==> src/rtl/jtframe_sigma_dac.sv <==
// Multi-channel first-order sigma-delta audio DAC with a pop-free mute ramp
// and a global attenuation shift, all state advancing on a divided clock enable.
module jtframe_sigma_dac #(
  parameter int unsigned CH         = 2,
  parameter int unsigned W          = 16,
  parameter int unsigned SIGNED_SND = 1,
  parameter int unsigned CEN_DIV    = 4
) (
  input  logic            clk_dac,
  input  logic            rst,
  input  logic [CH*W-1:0] snd,
  input  logic            mute,
  input  logic [2:0]      att,
  output logic [CH-1:0]   dac_out,
  output logic [7:0]      level,
  output logic            ramp_busy
);

  typedef enum logic [1:0] {MUTED, RAMP_UP, ON, RAMP_DOWN} state_t;

  localparam int unsigned CW = $clog2(CEN_DIV);
  localparam int unsigned WP = W + 10;
  localparam logic [W-1:0]        FLIP = (SIGNED_SND != 0) ? (W'(1) << (W-1)) : '0;
  localparam logic [W-1:0]        HALF = W'(1) << (W-1);
  localparam logic signed [W:0]   MID  = (W+1)'(2**(W-1));

  logic [CW-1:0] cnt_q;
  logic          cen;
  state_t        state_q, state_d;
  logic [7:0]    level_q, level_d, level_up, level_dn;
  logic          busy_q;
  logic [CH-1:0] dac_q;
  logic [W-1:0]  h_d   [CH];
  logic [W-1:0]  h_q   [CH];
  logic [W-1:0]  acc_q [CH];
  logic signed [8:0] lvl_s;

  assign cen      = (cnt_q == CW'(CEN_DIV - 1));
  assign lvl_s    = $signed({1'b0, level_q});
  assign level_up = (level_q == 8'hFF) ? level_q : level_q + 8'd1;
  assign level_dn = (level_q == 8'h00) ? level_q : level_q - 8'd1;

  // Endpoint checks come first so they win over a simultaneous mute change.
  always_comb begin
    state_d = state_q;
    level_d = level_q;
    case (state_q)
      MUTED: if (!mute) begin
        state_d = RAMP_UP;
        level_d = level_up;
      end
      RAMP_UP: begin
        if (level_q == 8'hFF) begin
          state_d = ON;
        end else if (mute) begin
          state_d = RAMP_DOWN;
          level_d = level_dn;
        end else begin
          level_d = level_up;
        end
      end
      ON: if (mute) begin
        state_d = RAMP_DOWN;
        level_d = level_dn;
      end
      RAMP_DOWN: begin
        if (level_q == 8'h00) begin
          state_d = MUTED;
        end else if (!mute) begin
          state_d = RAMP_UP;
          level_d = level_up;
        end else begin
          level_d = level_dn;
        end
      end
      default: state_d = MUTED;
    endcase
  end

  for (genvar n = 0; n < CH; n++) begin : g_ch
    logic [W-1:0]         u;
    logic signed [W:0]    c, g, a;
    logic signed [WP-1:0] p;

    assign u = snd[n*W +: W] ^ FLIP;
    assign c = $signed({1'b0, u}) - MID;
    assign p = WP'(c) * WP'(lvl_s);
    // Full gain bypasses the multiplier so ON is bit-exact.
    assign g = (state_q == ON) ? c : (W+1)'(p >>> 8);
    assign a = g >>> att;
    assign h_d[n] = (state_q == MUTED) ? HALF : W'(a + MID);
  end

  always_ff @(posedge clk_dac) begin
    if (rst) begin
      cnt_q   <= '0;
      state_q <= MUTED;
      level_q <= '0;
      busy_q  <= 1'b0;
      dac_q   <= '0;
      for (int unsigned n = 0; n < CH; n++) begin
        h_q[n]   <= '0;
        acc_q[n] <= '0;
      end
    end else begin
      cnt_q <= cen ? '0 : cnt_q + CW'(1);
      if (cen) begin
        state_q <= state_d;
        level_q <= level_d;
        busy_q  <= (state_d == RAMP_UP) || (state_d == RAMP_DOWN);
        for (int unsigned n = 0; n < CH; n++) begin
          {dac_q[n], acc_q[n]} <= {1'b0, acc_q[n]} + {1'b0, h_q[n]};
          h_q[n] <= h_d[n];
        end
      end
    end
  end

  assign dac_out   = dac_q;
  assign level     = level_q;
  assign ramp_busy = busy_q;

endmodule

==> config.mk <==
export PLATFORM = sky130hd
export DESIGN_NAME = jtframe_sigma_dac
export DESIGN_NICKNAME = d
export VERILOG_FILES = /design/src/rtl/jtframe_sigma_dac.sv
export SDC_FILE = /design/constraint.sdc
export NUM_CORES = 1
export LEC_CHECK = 0
export CAP_MARGIN = 20
export CELL_PAD_IN_SITES_DETAIL_PLACEMENT = 1
export CELL_PAD_IN_SITES_GLOBAL_PLACEMENT = 1
export CORE_UTILIZATION = 50
export DETAILED_ROUTE_END_ITERATION = 8
export PLACE_DENSITY_LB_ADDON = 0.1
export REMOVE_ABC_BUFFERS = 1
export SYNTH_ARGS = -nofsm -noshare
export SYNTH_HDL_FRONTEND = slang
export SYNTH_SLANG_ARGS = --single-unit
==> constraint.sdc <==
create_clock -name clk_dac -period 7.8 [get_ports clk_dac]
set_input_delay 0.78 -clock clk_dac [delete_from_list [all_inputs] [get_ports clk_dac]]
set_output_delay 0.78 -clock clk_dac [all_outputs]
set_load 0.005 [all_outputs]
## Word level (Yosys, flattened, before mapping)

Memories as Yosys holds them, arrays and structs flattened.
Index checks and enable logic that the tools add are counted.

| operators by class | value |
|---|---|
| shifts and indexed selects | 2 |
| multiplexer cells | 24 |
| add/subtract/negate cells | 9 |
| eq/ne operators | 11 |
| div/mod/pow operators | 0 |
| order comparisons | 0 |
| reduce and logical (&&, ||, !) cells | 5 |
| multipliers | 2 |
| bitwise logic cells | 4 |

Operators with widths:

| cell | count |
|---|---|
| 2-to-1 mux 16 bit | 4 |
| 2-to-1 mux 8 bit | 7 |
| multiplier 17 x 9 -> 25 bit | 2 |
| adder 16 x 16 -> 17 bit | 2 |
| 2-to-1 mux 17 bit | 2 |
| >>> shifter 17 x 3 -> 16 bit | 2 |
| subtractor 16 x 16 -> 17 bit, second input constant | 2 |
| adder 16 bit, second input constant | 2 |
| one-hot mux 8 bit (4 select lines) | 1 |
| adder 8 x 1 -> 8 bit, second input constant | 1 |
| equality test 2 bit, second input constant | 4 |
| equality test 8 bit, second input constant | 1 |
| zero test 8 bit | 1 |
| 2-to-1 mux 2 bit | 4 |
| != test 2 bit, second input constant | 4 |
| one-hot mux 2 bit (4 select lines) | 1 |
| subtractor 8 x 1 -> 8 bit, second input constant | 1 |
| 2-to-1 mux 1 bit | 5 |
| AND reduction 5 bit | 1 |
| equality test 2 x 1 -> 1 bit, second input constant | 2 |
| adder 2 x 1 -> 2 bit, second input constant | 1 |
| zero test 2 bit | 1 |
| NOT 1 bit | 2 |
| bitwise OR 1 bit | 2 |
| other kinds (2) | 2 |

| word-level totals | value |
|---|---|
| input port bits | 38 |
| bits in read-only memories | 0 |
| latch bits | 0 |
| logic and storage cells | 65 |
| memories kept | 1 |
| register bits after elaboration | 47 |
| memory bits (writable) | 32 |

Memories:

| memory | words | width | read ports | clocked after Yosys merged registers in | wr ports | RTL line | RTL |
|---|---|---|---|---|---|---|---|
| h_q | 2 | 16 | 2 | 0 | 2 | 34 | `logic [W-1:0] h_q [CH];` |

## Depth between registers and ports, before layout

Gate-level depths: netlist (run 1).

| depth | value |
|---|---|
| depth after elaboration | 8 |
| depth in mapped cells | 22 |
| mapped depth without buffers | 20 |

## Least setup slack after synthesis (run 1)

No wires, ideal clock.

| timing path | value |
|---|---|
| kind | input port to flip-flop |
| from | input snd[15] |
| to | memory h_q[0][9] (data pin) |
| data arrival time | 6.002 ns |
| stages on the path | 20 |
| setup time | 0.255 ns |
| path slack | 1.543 ns |
| buffers on the path | 1 |
| data required time | 7.545 ns |
| path through | buf_1 > nand2_1 > fa_1 > inv_1 > fa_1 > fa_1 > inv_1 > fa_1 > inv_1 > ha_1 > and3_1 > a31o_1 > a2111oi_2 > nand3_2 > a41oi_2 > xnor2_1 > o21ba_1 > mux2_2 > mux4_2 > and2_1 |

RTL lines:

| what | RTL line | RTL |
|---|---|---|
| start: declaration | 11 | `input logic [CH*W-1:0] snd,` |
| end: declaration | 34 |  |

==> results.toml, run 1 <==
[routing]
detail_route.drc_violations = 0
ant_nets = 0
drtIter0Drc = 804
dr.pass1.iters = 5
postRouteWirelength_um = 41600
wl_per_cell_um = 19.1
vias_per_cell = 5.72
via_count = 12500

[synth]
yosysMostFrequentCell = "inv_1"
synth_common_cells = "293 x inv_1, 204 x fa_1, 204 x nand2_1"
synth-seq-cells = 78
synth_flop_cell = "dfxtp_1"
yosysWarnings = 0
synth-seq-area-share = 0.125
yosys.area.top_type = "fa_1"
ys_types = 76
async_reset_ff_frac = 0
yosys-top-cells-area = "fa_1 27%, ha_1 11%, inv_1 7.3%"
yosys.area.top_type_share = 0.271
syn_area_um2 = 15000
synth_edf_count = 32
netlist_instances = 1797
avgSynthCellArea_um2 = 8.37

[worst_hold_path]
holdPathEnd = "cnt_q[0]"
hold_depth = 1
hp-start = "cnt_q[0]"
min_path_type = "reg -> reg"

[pwr]
p_per_area_nw_per_um2 = 101
p_leak_nw = 7.86
p_total_mw = 1.65
ir_drop_mv = 0.150

[global_route]
grt_use_met3 = 0.0251
met2_usage = 0.476
grt_pass1_wl_um = 69700
antenna_found_initial = 0
grt_max_degree = 52
grt_overflow = 0
use_met1 = 0.394
grt.total_usage = 0.282
first_global_vias = 13600
gr-max-usage-layer = "met2"

[worst_setup_path]
critical_path_class = "in -> reg"
timing.rr.start = "level[1]"
arrival_ns = 6.92
reg2reg_depth = 20
reg2reg_to = "h_q[0][9]"
worstPathMaxFanout = 10
endpoint_kind = "register"
cp.required_ns = 7.90
startpoint_type = "input pin"
rrSetupSlack_ns = 1.07

[sta]
worst_slack_ns = 0.974
rsz0062_at_grt = "false"
fin_worst_skew_ns = 0.00826
finalHoldViolations = 0
fin_crit_ns = 6.83
max_slew_margin = 0.282
setup_tns_ns = 0
max_freq_mhz = 147
timing_max_transition_violations_final = 0
period_share = 0.875
setup_viol = 0
tightestPinTransition_ns = 1.08

[final_layout]
fillers = 3599
final_nets = 2152
layout-drive-gt1-share = 0.0397
diodes = 0
areaGrowthSynthToFinish_pct = 8.07

[floorplan]
rows = 63
dieArea_um2 = 30800
dieHeight_um = 175
start_util = 0.508
die_w_um = 175
io_pins = 49
coreArea_um2 = 29600

[cts]
clock_latency_ns = 0.34
htree_levels = 3
cts_setup_buffers = 0
clk_pin_slew_ns = 0.06
cts_buffers = 9
root_buffer = "clkbuf_16"
clock_path_buffers = 2
cts_tree = "done"
cts.sinks = 78
hold_buffers = 0
ctsResizeCount = 0

[place]
place_congestion = 0.860
dp_hpwl_um = 32900
io_buffers = 48
pre_cts_ws_ns = 0.633

[run_status]
status = "completed"

[flow_run]
maxCapViolCount = 0
## how the worst max path moves through the flow
stage,endpoint,depth (start not counted),from
after detailed placement,h_q[0][9],20,snd[15]
final,h_q[0][9],20,snd[15]
after global placement,h_q[0][9],20,snd[15]
after global routing,h_q[0][5],20,snd[15]
after floorplan,h_q[0][9],19,level[0]
after CTS,h_q[0][9],20,snd[15]
## worst max-delay path: stages
cell,delay [ns]
clkdlybuf4s50_1,0.74
nand2_1,0.21
fa_1,0.63
inv_1,0.12
fa_1,0.48
fa_1,0.54
inv_1,0.05
fa_1,0.47
inv_1,0.04
ha_1,0.36
and3_1,0.20
a31o_1,0.23
a2111oi_2,0.39
nand3_2,0.20
a41oi_2,0.23
xnor2_1,0.10
o21ba_1,0.22
mux2_2,0.29
mux4_2,0.45
and2_1,0.16
## report_power, final
part / internal [mW] / switching [mW] / total [mW]
registers: 0.444 / 0.0212 / 0.465
logic: 0.248 / 0.384 / 0.632
clock network: 0.378 / 0.175 / 0.553
total: 1.07 / 0.580 / 1.65
## sequential cells by signal, indices dropped and copies added, names as in the netlist
signal / cells
acc_q: 32
h_q: 32
level: 8
cnt_q: 2
dac_out: 2
ramp_busy: 1
state_q: 1
## layer usage
layer  share of wire  routed length [um]  vias to the layer above
met5               0                   0                        -
met4           0.013                 551                        0
met3           0.033                1360                       45
met2            0.48               20000                      246
met1            0.47               19700                     6327
li1                -                   -                     5833
## logic make-up after synthesis
| logic type | Yosys count | synth area share |
|---|---|---|
| compound gates | 303 | 0.132 |
| xor+xnor | 53 | 0.0327 |
| fa+ha+maj | 331 | 0.377 |
| buf+inv | 397 | 0.0992 |
| flops | 78 | 0.125 |
| mux | 51 | 0.0417 |
| simple gates | 584 | 0.192 |
## cell type report
cell class / instances / area (um2) / area share
inverters: 296 / 1110 / 0.0683
flip-flops and latches: 78 / 1880 / 0.116
clock buffers: 10 / 229 / 0.0141
repair buffers: 76 / 711 / 0.0437
well taps: 390 / 488 / 0.0300
multi-input cells: 1322 / 11700 / 0.718
clock inverters: 6 / 158 / 0.00970
## stage by stage
step                      instances  hold slack, ns   util  area, um2
after detailed placement       2162           0.423  0.536      15900
after floorplan                1696           0.399      -      14700
after global placement         2162           0.410  0.536      15900
final                          2178           0.435  0.549      16300
after global routing           2178           0.453  0.549      16300
after CTS                      2178           0.438  0.549      16300
## placed cells by master (no fill, tap or decap), types with 5 or more instances in the layout
| master | count |
|---|---|
| inv_1 | 293 |
| nand2_1 | 204 |
| fa_1 | 204 |
| and2_1 | 151 |
| ha_1 | 127 |
| nor2_1 | 88 |
| a21oi_1 | 75 |
| o21ai_0 | 63 |
| clkdlybuf4s50_1 | 47 |
| dfxtp_1 | 46 |
| mux2i_1 | 39 |
| nor3_1 | 32 |
| edfxtp_1 | 32 |
| nand3_1 | 30 |
| xnor2_1 | 30 |
| a211oi_1 | 28 |
| buf_4 | 26 |
| xor2_1 | 21 |
| a21o_1 | 18 |
| nand2b_1 | 12 |
| a31oi_1 | 12 |
| and3_1 | 12 |
| a311oi_1 | 10 |
| nor2b_1 | 10 |
| or3_1 | 10 |
| o22ai_1 | 10 |
| nand4_1 | 9 |
| mux4_2 | 9 |
| o31ai_1 | 9 |
| clkbuf_16 | 9 |
| o21a_1 | 8 |
| o21bai_1 | 7 |
| o211ai_1 | 7 |
| a21boi_0 | 6 |
| a22o_1 | 6 |
| bufinv_16 | 5 |
No activity file was read; power rests on OpenSTA's default activity.
==> inputs of run 2 (changes only) <==
==> constraint.sdc (replaced) <==
create_clock -name clk_dac -period 7.8 [get_ports clk_dac]
set_input_delay 0.78 -clock clk_dac [delete_from_list [all_inputs] [get_ports clk_dac]]
set_output_delay 0.78 -clock clk_dac [all_outputs]
set_load 0.05 [all_outputs]
==> results of run 2 <==
Same layout as run 1 (identical final DEF). Status: completed.
Among the figures that moved: total power 1.65 mW -> 1.66 mW
==> inputs of run 3 (changes only) <==
Settings changed: SETUP_SLACK_MARGIN set to 0.5.
==> results of run 3 <==
Same layout as run 1 (identical final DEF). Status: completed.
Among the figures that moved: total power 1.65 mW -> 1.66 mW
